**src/rtl/traffic_light_pkg.sv**
```systemverilog
`default_nettype none
// ---------------------------------------------------------------------------
// traffic_light_pkg : shared encodings for the traffic light monitor
// Revision: 1.0
// ---------------------------------------------------------------------------
package traffic_light_pkg;

  localparam logic [1:0] PH_RED    = 2'b00;
  localparam logic [1:0] PH_GREEN  = 2'b01;
  localparam logic [1:0] PH_YELLOW = 2'b10;
  localparam logic [1:0] PH_NONE   = 2'b11;

  localparam logic [2:0] LT_RED = 3'b100;
  localparam logic [2:0] LT_YEL = 3'b010;
  localparam logic [2:0] LT_GRN = 3'b001;

  localparam logic [2:0] FLT_NONE     = 3'd0;
  localparam logic [2:0] FLT_ILLEGAL  = 3'd1;
  localparam logic [2:0] FLT_SEQUENCE = 3'd2;
  localparam logic [2:0] FLT_SHORT    = 3'd3;
  localparam logic [2:0] FLT_LONG     = 3'd4;

  typedef enum logic [2:0] {
    ST_SYNC   = 3'd0,
    ST_RED    = 3'd1,
    ST_GREEN  = 3'd2,
    ST_YELLOW = 3'd3,
    ST_FAULT  = 3'd4
  } mon_state_t;

  // Minimum dwell clamps at zero when the tolerance exceeds the nominal time.
  function automatic int dwell_min(input int cycles, input int tol);
    return (cycles > tol) ? (cycles - tol) : 0;
  endfunction

endpackage
`default_nettype wire

```
**src/rtl/tl_dwell_counter.sv**
```systemverilog
`default_nettype none
// ---------------------------------------------------------------------------
// tl_dwell_counter : saturating phase dwell counter with short/long compares
// Revision: 1.0
// ---------------------------------------------------------------------------
module tl_dwell_counter #(
  parameter int CNT_W = 24
) (
  input  logic             clk,
  input  logic             reset,
  input  logic             load,
  input  logic             inc,
  input  logic [CNT_W-1:0] min_val,
  input  logic [CNT_W-1:0] max_val,
  output logic             is_short,
  output logic             is_long
);

  logic [CNT_W-1:0] r_count;
  logic [CNT_W:0]   w_next;

  always_ff @(posedge clk or posedge reset) begin
    if (reset) begin
      r_count <= '0;
    end else if (load) begin
      r_count <= {{(CNT_W-1){1'b0}}, 1'b1};
    end else if (inc && (r_count != {CNT_W{1'b1}})) begin
      r_count <= r_count + 1'b1;
    end
  end

  // One extra bit so the long compare stays true once the count saturates.
  assign w_next   = {1'b0, r_count} + {{CNT_W{1'b0}}, 1'b1};
  assign is_short = (r_count < min_val);
  assign is_long  = (w_next > {1'b0, max_val});

endmodule
`default_nettype wire

```
**src/rtl/traffic_light_monitor.sv**
```systemverilog
`default_nettype none
// ---------------------------------------------------------------------------
// traffic_light_monitor : one-hot, ordering and dwell checker for the lights bus
// Revision: 1.0
// ---------------------------------------------------------------------------
module traffic_light_monitor
  import traffic_light_pkg::*;
#(
  parameter int RED_CYCLES    = 6,
  parameter int GREEN_CYCLES  = 6,
  parameter int YELLOW_CYCLES = 3,
  parameter int TOL           = 0,
  parameter int CNT_W         = 24
) (
  input  logic        clk,
  input  logic        reset,
  input  logic [2:0]  lights,
  input  logic        clr_fault,
  output logic        fault,
  output logic [2:0]  fault_code,
  output logic        fail_safe,
  output logic [1:0]  phase,
  output logic        phase_done,
  output logic [15:0] cycles_done
);

  localparam logic [CNT_W-1:0] C_RED_MIN = CNT_W'(dwell_min(RED_CYCLES, TOL));
  localparam logic [CNT_W-1:0] C_RED_MAX = CNT_W'(RED_CYCLES + TOL);
  localparam logic [CNT_W-1:0] C_GRN_MIN = CNT_W'(dwell_min(GREEN_CYCLES, TOL));
  localparam logic [CNT_W-1:0] C_GRN_MAX = CNT_W'(GREEN_CYCLES + TOL);
  localparam logic [CNT_W-1:0] C_YEL_MIN = CNT_W'(dwell_min(YELLOW_CYCLES, TOL));
  localparam logic [CNT_W-1:0] C_YEL_MAX = CNT_W'(YELLOW_CYCLES + TOL);

  mon_state_t       r_state;
  logic             r_first;
  logic             r_fault;
  logic [2:0]       r_code;
  logic [1:0]       r_phase;
  logic             r_phase_done;
  logic [15:0]      r_cycles;

  logic [2:0]       w_cur_lt;
  logic [2:0]       w_succ_lt;
  mon_state_t       w_succ_st;
  logic [1:0]       w_succ_ph;
  logic [CNT_W-1:0] w_min;
  logic [CNT_W-1:0] w_max;
  logic             w_in_phase;
  logic             w_onehot;
  logic             w_short_bad;
  logic             w_load;
  logic             w_inc;
  logic             w_is_short;
  logic             w_is_long;

  always_comb begin
    w_cur_lt  = LT_RED;
    w_succ_lt = LT_GRN;
    w_succ_st = ST_GREEN;
    w_succ_ph = PH_GREEN;
    w_min     = C_RED_MIN;
    w_max     = C_RED_MAX;
    case (r_state)
      ST_GREEN: begin
        w_cur_lt  = LT_GRN;
        w_succ_lt = LT_YEL;
        w_succ_st = ST_YELLOW;
        w_succ_ph = PH_YELLOW;
        w_min     = C_GRN_MIN;
        w_max     = C_GRN_MAX;
      end
      ST_YELLOW: begin
        w_cur_lt  = LT_YEL;
        w_succ_lt = LT_RED;
        w_succ_st = ST_RED;
        w_succ_ph = PH_RED;
        w_min     = C_YEL_MIN;
        w_max     = C_YEL_MAX;
      end
      default: ;
    endcase
  end

  assign w_in_phase  = (r_state == ST_RED) || (r_state == ST_GREEN) || (r_state == ST_YELLOW);
  assign w_onehot    = $onehot(lights);
  // The first RED after sync may have been entered mid-phase, so it is never short.
  assign w_short_bad = w_is_short && !r_first;
  assign w_load      = ((r_state == ST_SYNC) && (lights == LT_RED)) ||
                       (w_in_phase && (lights == w_succ_lt) && !w_short_bad);
  assign w_inc       = w_in_phase && (lights == w_cur_lt);

  tl_dwell_counter #(
    .CNT_W (CNT_W)
  ) u_dwell (
    .clk      (clk),
    .reset    (reset),
    .load     (w_load),
    .inc      (w_inc),
    .min_val  (w_min),
    .max_val  (w_max),
    .is_short (w_is_short),
    .is_long  (w_is_long)
  );

  always_ff @(posedge clk or posedge reset) begin
    if (reset) begin
      r_state      <= ST_SYNC;
      r_first      <= 1'b0;
      r_fault      <= 1'b0;
      r_code       <= FLT_NONE;
      r_phase      <= PH_NONE;
      r_phase_done <= 1'b0;
      r_cycles     <= 16'd0;
    end else begin
      r_phase_done <= 1'b0;
      case (r_state)
        ST_SYNC: begin
          if (lights == LT_RED) begin
            r_state <= ST_RED;
            r_phase <= PH_RED;
            r_first <= 1'b1;
          end
        end
        ST_RED, ST_GREEN, ST_YELLOW: begin
          if (!w_onehot) begin
            r_state <= ST_FAULT;
            r_fault <= 1'b1;
            r_code  <= FLT_ILLEGAL;
            r_phase <= PH_NONE;
          end else if (lights == w_cur_lt) begin
            if (w_is_long) begin
              r_state <= ST_FAULT;
              r_fault <= 1'b1;
              r_code  <= FLT_LONG;
              r_phase <= PH_NONE;
            end
          end else if (lights == w_succ_lt) begin
            if (w_short_bad) begin
              r_state <= ST_FAULT;
              r_fault <= 1'b1;
              r_code  <= FLT_SHORT;
              r_phase <= PH_NONE;
            end else begin
              r_state      <= w_succ_st;
              r_phase      <= w_succ_ph;
              r_phase_done <= 1'b1;
              r_first      <= 1'b0;
              if ((r_state == ST_YELLOW) && (r_cycles != 16'hFFFF)) begin
                r_cycles <= r_cycles + 16'd1;
              end
            end
          end else begin
            r_state <= ST_FAULT;
            r_fault <= 1'b1;
            r_code  <= FLT_SEQUENCE;
            r_phase <= PH_NONE;
          end
        end
        ST_FAULT: begin
          if (clr_fault) begin
            r_state <= ST_SYNC;
            r_fault <= 1'b0;
            r_code  <= FLT_NONE;
            r_phase <= PH_NONE;
          end
        end
        default: begin
          r_state <= ST_SYNC;
          r_phase <= PH_NONE;
        end
      endcase
    end
  end

  assign fault       = r_fault;
  assign fault_code  = r_code;
  assign fail_safe   = r_fault;
  assign phase       = r_phase;
  assign phase_done  = r_phase_done;
  assign cycles_done = r_cycles;

endmodule
`default_nettype wire

```
**config.mk**
```make
export PLATFORM = sky130hd
export DESIGN_NAME = traffic_light_monitor
export DESIGN_NICKNAME = d
export VERILOG_FILES = /design/src/rtl/traffic_light_pkg.sv /design/src/rtl/tl_dwell_counter.sv /design/src/rtl/traffic_light_monitor.sv
export SDC_FILE = /design/constraint.sdc
export NUM_CORES = 1
export LEC_CHECK = 0
export CORE_MARGIN = 4
export CORE_UTILIZATION = 40
export DETAILED_ROUTE_END_ITERATION = 12
export GPL_ROUTABILITY_DRIVEN = 1
export PLACE_DENSITY_LB_ADDON = 0.12
export SLEW_MARGIN = 10
export SYNTH_ARGS = -nofsm -noshare
export SYNTH_HDL_FRONTEND = slang
export SYNTH_HIERARCHICAL = 1
export SYNTH_SLANG_ARGS = --single-unit
```
**constraint.sdc**
```tcl
create_clock -name clk -period 9 [get_ports clk]
set_clock_uncertainty 0.15 [all_clocks]
set_input_delay 0.9 -clock clk [delete_from_list [all_inputs] [get_ports clk]]
set_output_delay 0.9 -clock clk [all_outputs]
set_load 0.005 [all_outputs]
```
==> qor.yml <==
status: "finished, final reports clean"
synth_top_flop_cell: "dfrtp_1"
r2r-start: "u_dwell/r_count[0]"
drcViolationCount: 0
synth_area_leaders: "dfrtp_1, ha_1, xnor2_1, inv_1, a21oi_1"
peakVddDrop_uv: 101
synth-edff-count: 0
clk_pin_slew_worst_paths_ps: 90
drt_iter0_drc: 203
dp_hpwl_um: 7820
cts_tree: "yes"
setup_ws_ps: 4020
io-pin-count: 30
dr.pass1.iters: 4
holdPathStages: 1
sw_frac_of_total_pct: 30.7
avgViaCountPerCell: 5.27
num_rows: 38
gp_congestion: 0.813
rsz0062_at_grt: "no"
post_cts_resize_count: 0
grt_pass1_vias: 3804
ys_seq_area_share_pct: 28.7
initial_core_util_pct: 41.0
syn-cell-area_um2: 4450
cts_setup_buffers: 0
finalSetupTns_ps: 0
min_to: "cycles_done[15]"
dieWidth_um: 113
drive_above_1_share_pct: 4.90
grt_max_degree: 30
path_cells: "ha_1 > nand3_1 > nor4b_4 > nand2_1 > nor3_1 > xor2_1 > ha_1 > nand3_1 > or4_1 > a2111o_1 > o211ai_1 > nor3b_1 > o211ai_1 > nand3_1 > or4_4 > mux2i_1"
place_worst_setup_slack_ps: 4090
crit_path_end_kind: "flip-flop"
syn_area_per_cell_um2: 8.36
use_met2_pct: 29.5
crit_top_cell: "nand3_1"
wl_um: 10300
cts_hold_buffers: 0
vias: 3858
min_period_ps: 4980
dieArea_um2: 12900
yosysMostFrequentCell: "inv_1"
htree_levels: 2
wl_per_cell_um: 14.0
netlist.area_leader.share_pct: 27.6
met1_usage_pct: 21.3
cts_root_buf: "clkbuf_8"
nets: 647
finalHoldViolations: 0
power_density_nw_per_um2: 103
clockPowerShare_pct: 25.8
yosys-top-cells-count: "inv_1, dfrtp_1, ha_1"
yosysWarnings: 6
setup_viol: 0
crit_path_start_kind: "flip-flop"
seq_power_share_pct: 50.8
cap_violations: 0
clkLatencyLatePin_ps: 320
worstPathArrival_ps: 5040
buffer_ports.inserted: 29
critPathMaxStageDelay_ps: 640
cp_slowest_cell: "nor4b_4"
diodes: 0
max_slew.worst_pin.slew_ps: 1080
reg2reg_slack_ps: 4020
path_class: "flip-flop to flip-flop"
total_power_w: 0.000523
max-clock-path-buffers: 2
timing.fmax_mhz: 201
area_delta_synth_final_pct: 13.8
cts_made_buffers: 5
intPower_w: 0.000363
slew_viol_final: 0
path_max_fanout: 14
p_sw_w: 0.000161
clock-sinks: 51
antenna_found_initial: 0
reg2regPathDepth: 16
busiest_layer: "met2"
die_y_um: 113
core_um2: 10800
power.leakage_nw: 2.24
ys_types: 61
grt_usage_pct: 16.8
synth_top_area_cell: "dfrtp_1"
grt_pass1_wl_um: 17800
ys_ff_latch: 51
hold_path.class: "flip-flop to flip-flop"
async_flop_share_pct: 100
combPwrFrac_pct: 23.4
relSlewSlack_pct: 27.8
cp.required_ps: 9060
r2r_end: "fault_code[0]"
use_met3_pct: 3.34
hp-start: "cycles_done[15]"
syn_inst: 532
period_share_pct: 55.4
final_antenna_net_count: 0
grt-ovfl-total: 0
## through the flow
| step | hold WS [ps] | utilization (%) | std cells | area, um^2 |
|---|---|---|---|---|
| final | 352 | 46.7 | 732 | 5060 |
| after global routing | 381 | 46.7 | 732 | 5060 |
| after CTS | 360 | 46.7 | 732 | 5060 |
| after detailed placement | 347 | 45.9 | 724 | 4980 |
| after global placement | 334 | 45.9 | 724 | 4980 |
| after floorplan | 322 | - | 574 | 4610 |
## routing by layer
metal | vias up | part of all wire (%)
li1 | 1945 | -
met1 | 1825 | 46
met2 | 79 | 48
met3 | 9 | 4.3
met4 | 0 | 1.1
met5 | - | 0
## area by class of cell
class / count / area [um^2]
clock buffers: 7 / 76.3
clock inverters: 1 / 5.00
well taps: 140 / 175
repair buffers: 30 / 298
fillers: 1067 / 5780
flip-flops and latches: 51 / 1280
inverters: 57 / 214
multi-input cells: 446 / 3020
## kinds of logic after synthesis
| group | after synthesis | synth area share, % |
|---|---|---|
| simple gates | 203 | 24.8 |
| compound gates | 96 | 14.3 |
| buf+inv | 77 | 7.06 |
| flops | 51 | 28.7 |
| fa+ha+maj | 50 | 14.2 |
| xor+xnor | 47 | 9.25 |
| mux | 6 | 1.43 |
| other cells | 2 | 0.169 |
## flip-flops by register name, indices dropped and copies added (netlist names)
register         count
r_first              1
fault_code           3
cycles_done         16
phase_done           1
phase                2
u_dwell/r_count     24
r_state              3
fail_safe            1
## cell usage in the layout, fill, tap and decap left out, types with 4 or more instances in the layout
cell type	instances
o211ai_1	4
nand3_1	34
a21oi_1	34
clkdlybuf4s50_1	29
nor2b_1	5
nand2b_1	9
nor2_1	43
clkbuf_8	5
a211oi_1	11
or4_1	5
xor2_1	10
nor3b_1	6
conb_1	44
and3_1	10
nor3_1	8
xnor2_1	37
ha_1	49
o21ai_0	21
o31ai_1	6
dfrtp_1	49
nand4_1	19
inv_1	56
nand2_1	37
## worst max-delay path, delay by kind of cell, from the launching register on
| kind | cells | cell delay (ps) |
|---|---|---|
| flops | 1 | 460 |
| xor+xnor | 1 | 100 |
| compound gates | 3 | 490 |
| fa+ha+maj | 2 | 580 |
| simple gates | 9 | 2960 |
| mux | 1 | 140 |
## power groups by stage
stage          logic [W]  clock network [W]  registers, W
2_1_floorplan  0.0000818                  0      0.000265
5_1_grt         0.000139           0.000154      0.000269
3_3_place_gp    0.000121                  0      0.000270
3_5_place_dp    0.000122                  0      0.000270
6_report        0.000122           0.000135      0.000266
4_1_cts         0.000123           0.000143      0.000266
## how the worst max path moves through the flow
stage          depth (start not counted)  slack [ps]                from            end
2_1_floorplan                         17        4790  u_dwell/r_count[0]  fault_code[0]
3_3_place_gp                          16        4220  u_dwell/r_count[0]  fault_code[0]
3_5_place_dp                          16        4090  u_dwell/r_count[0]  fault_code[0]
4_1_cts                               16        4060  u_dwell/r_count[0]  fault_code[0]
5_1_grt                               17        3560  u_dwell/r_count[0]  fault_code[0]
6_report                              16        4020  u_dwell/r_count[0]  fault_code[0]
(Power assumes the default switching activity.)
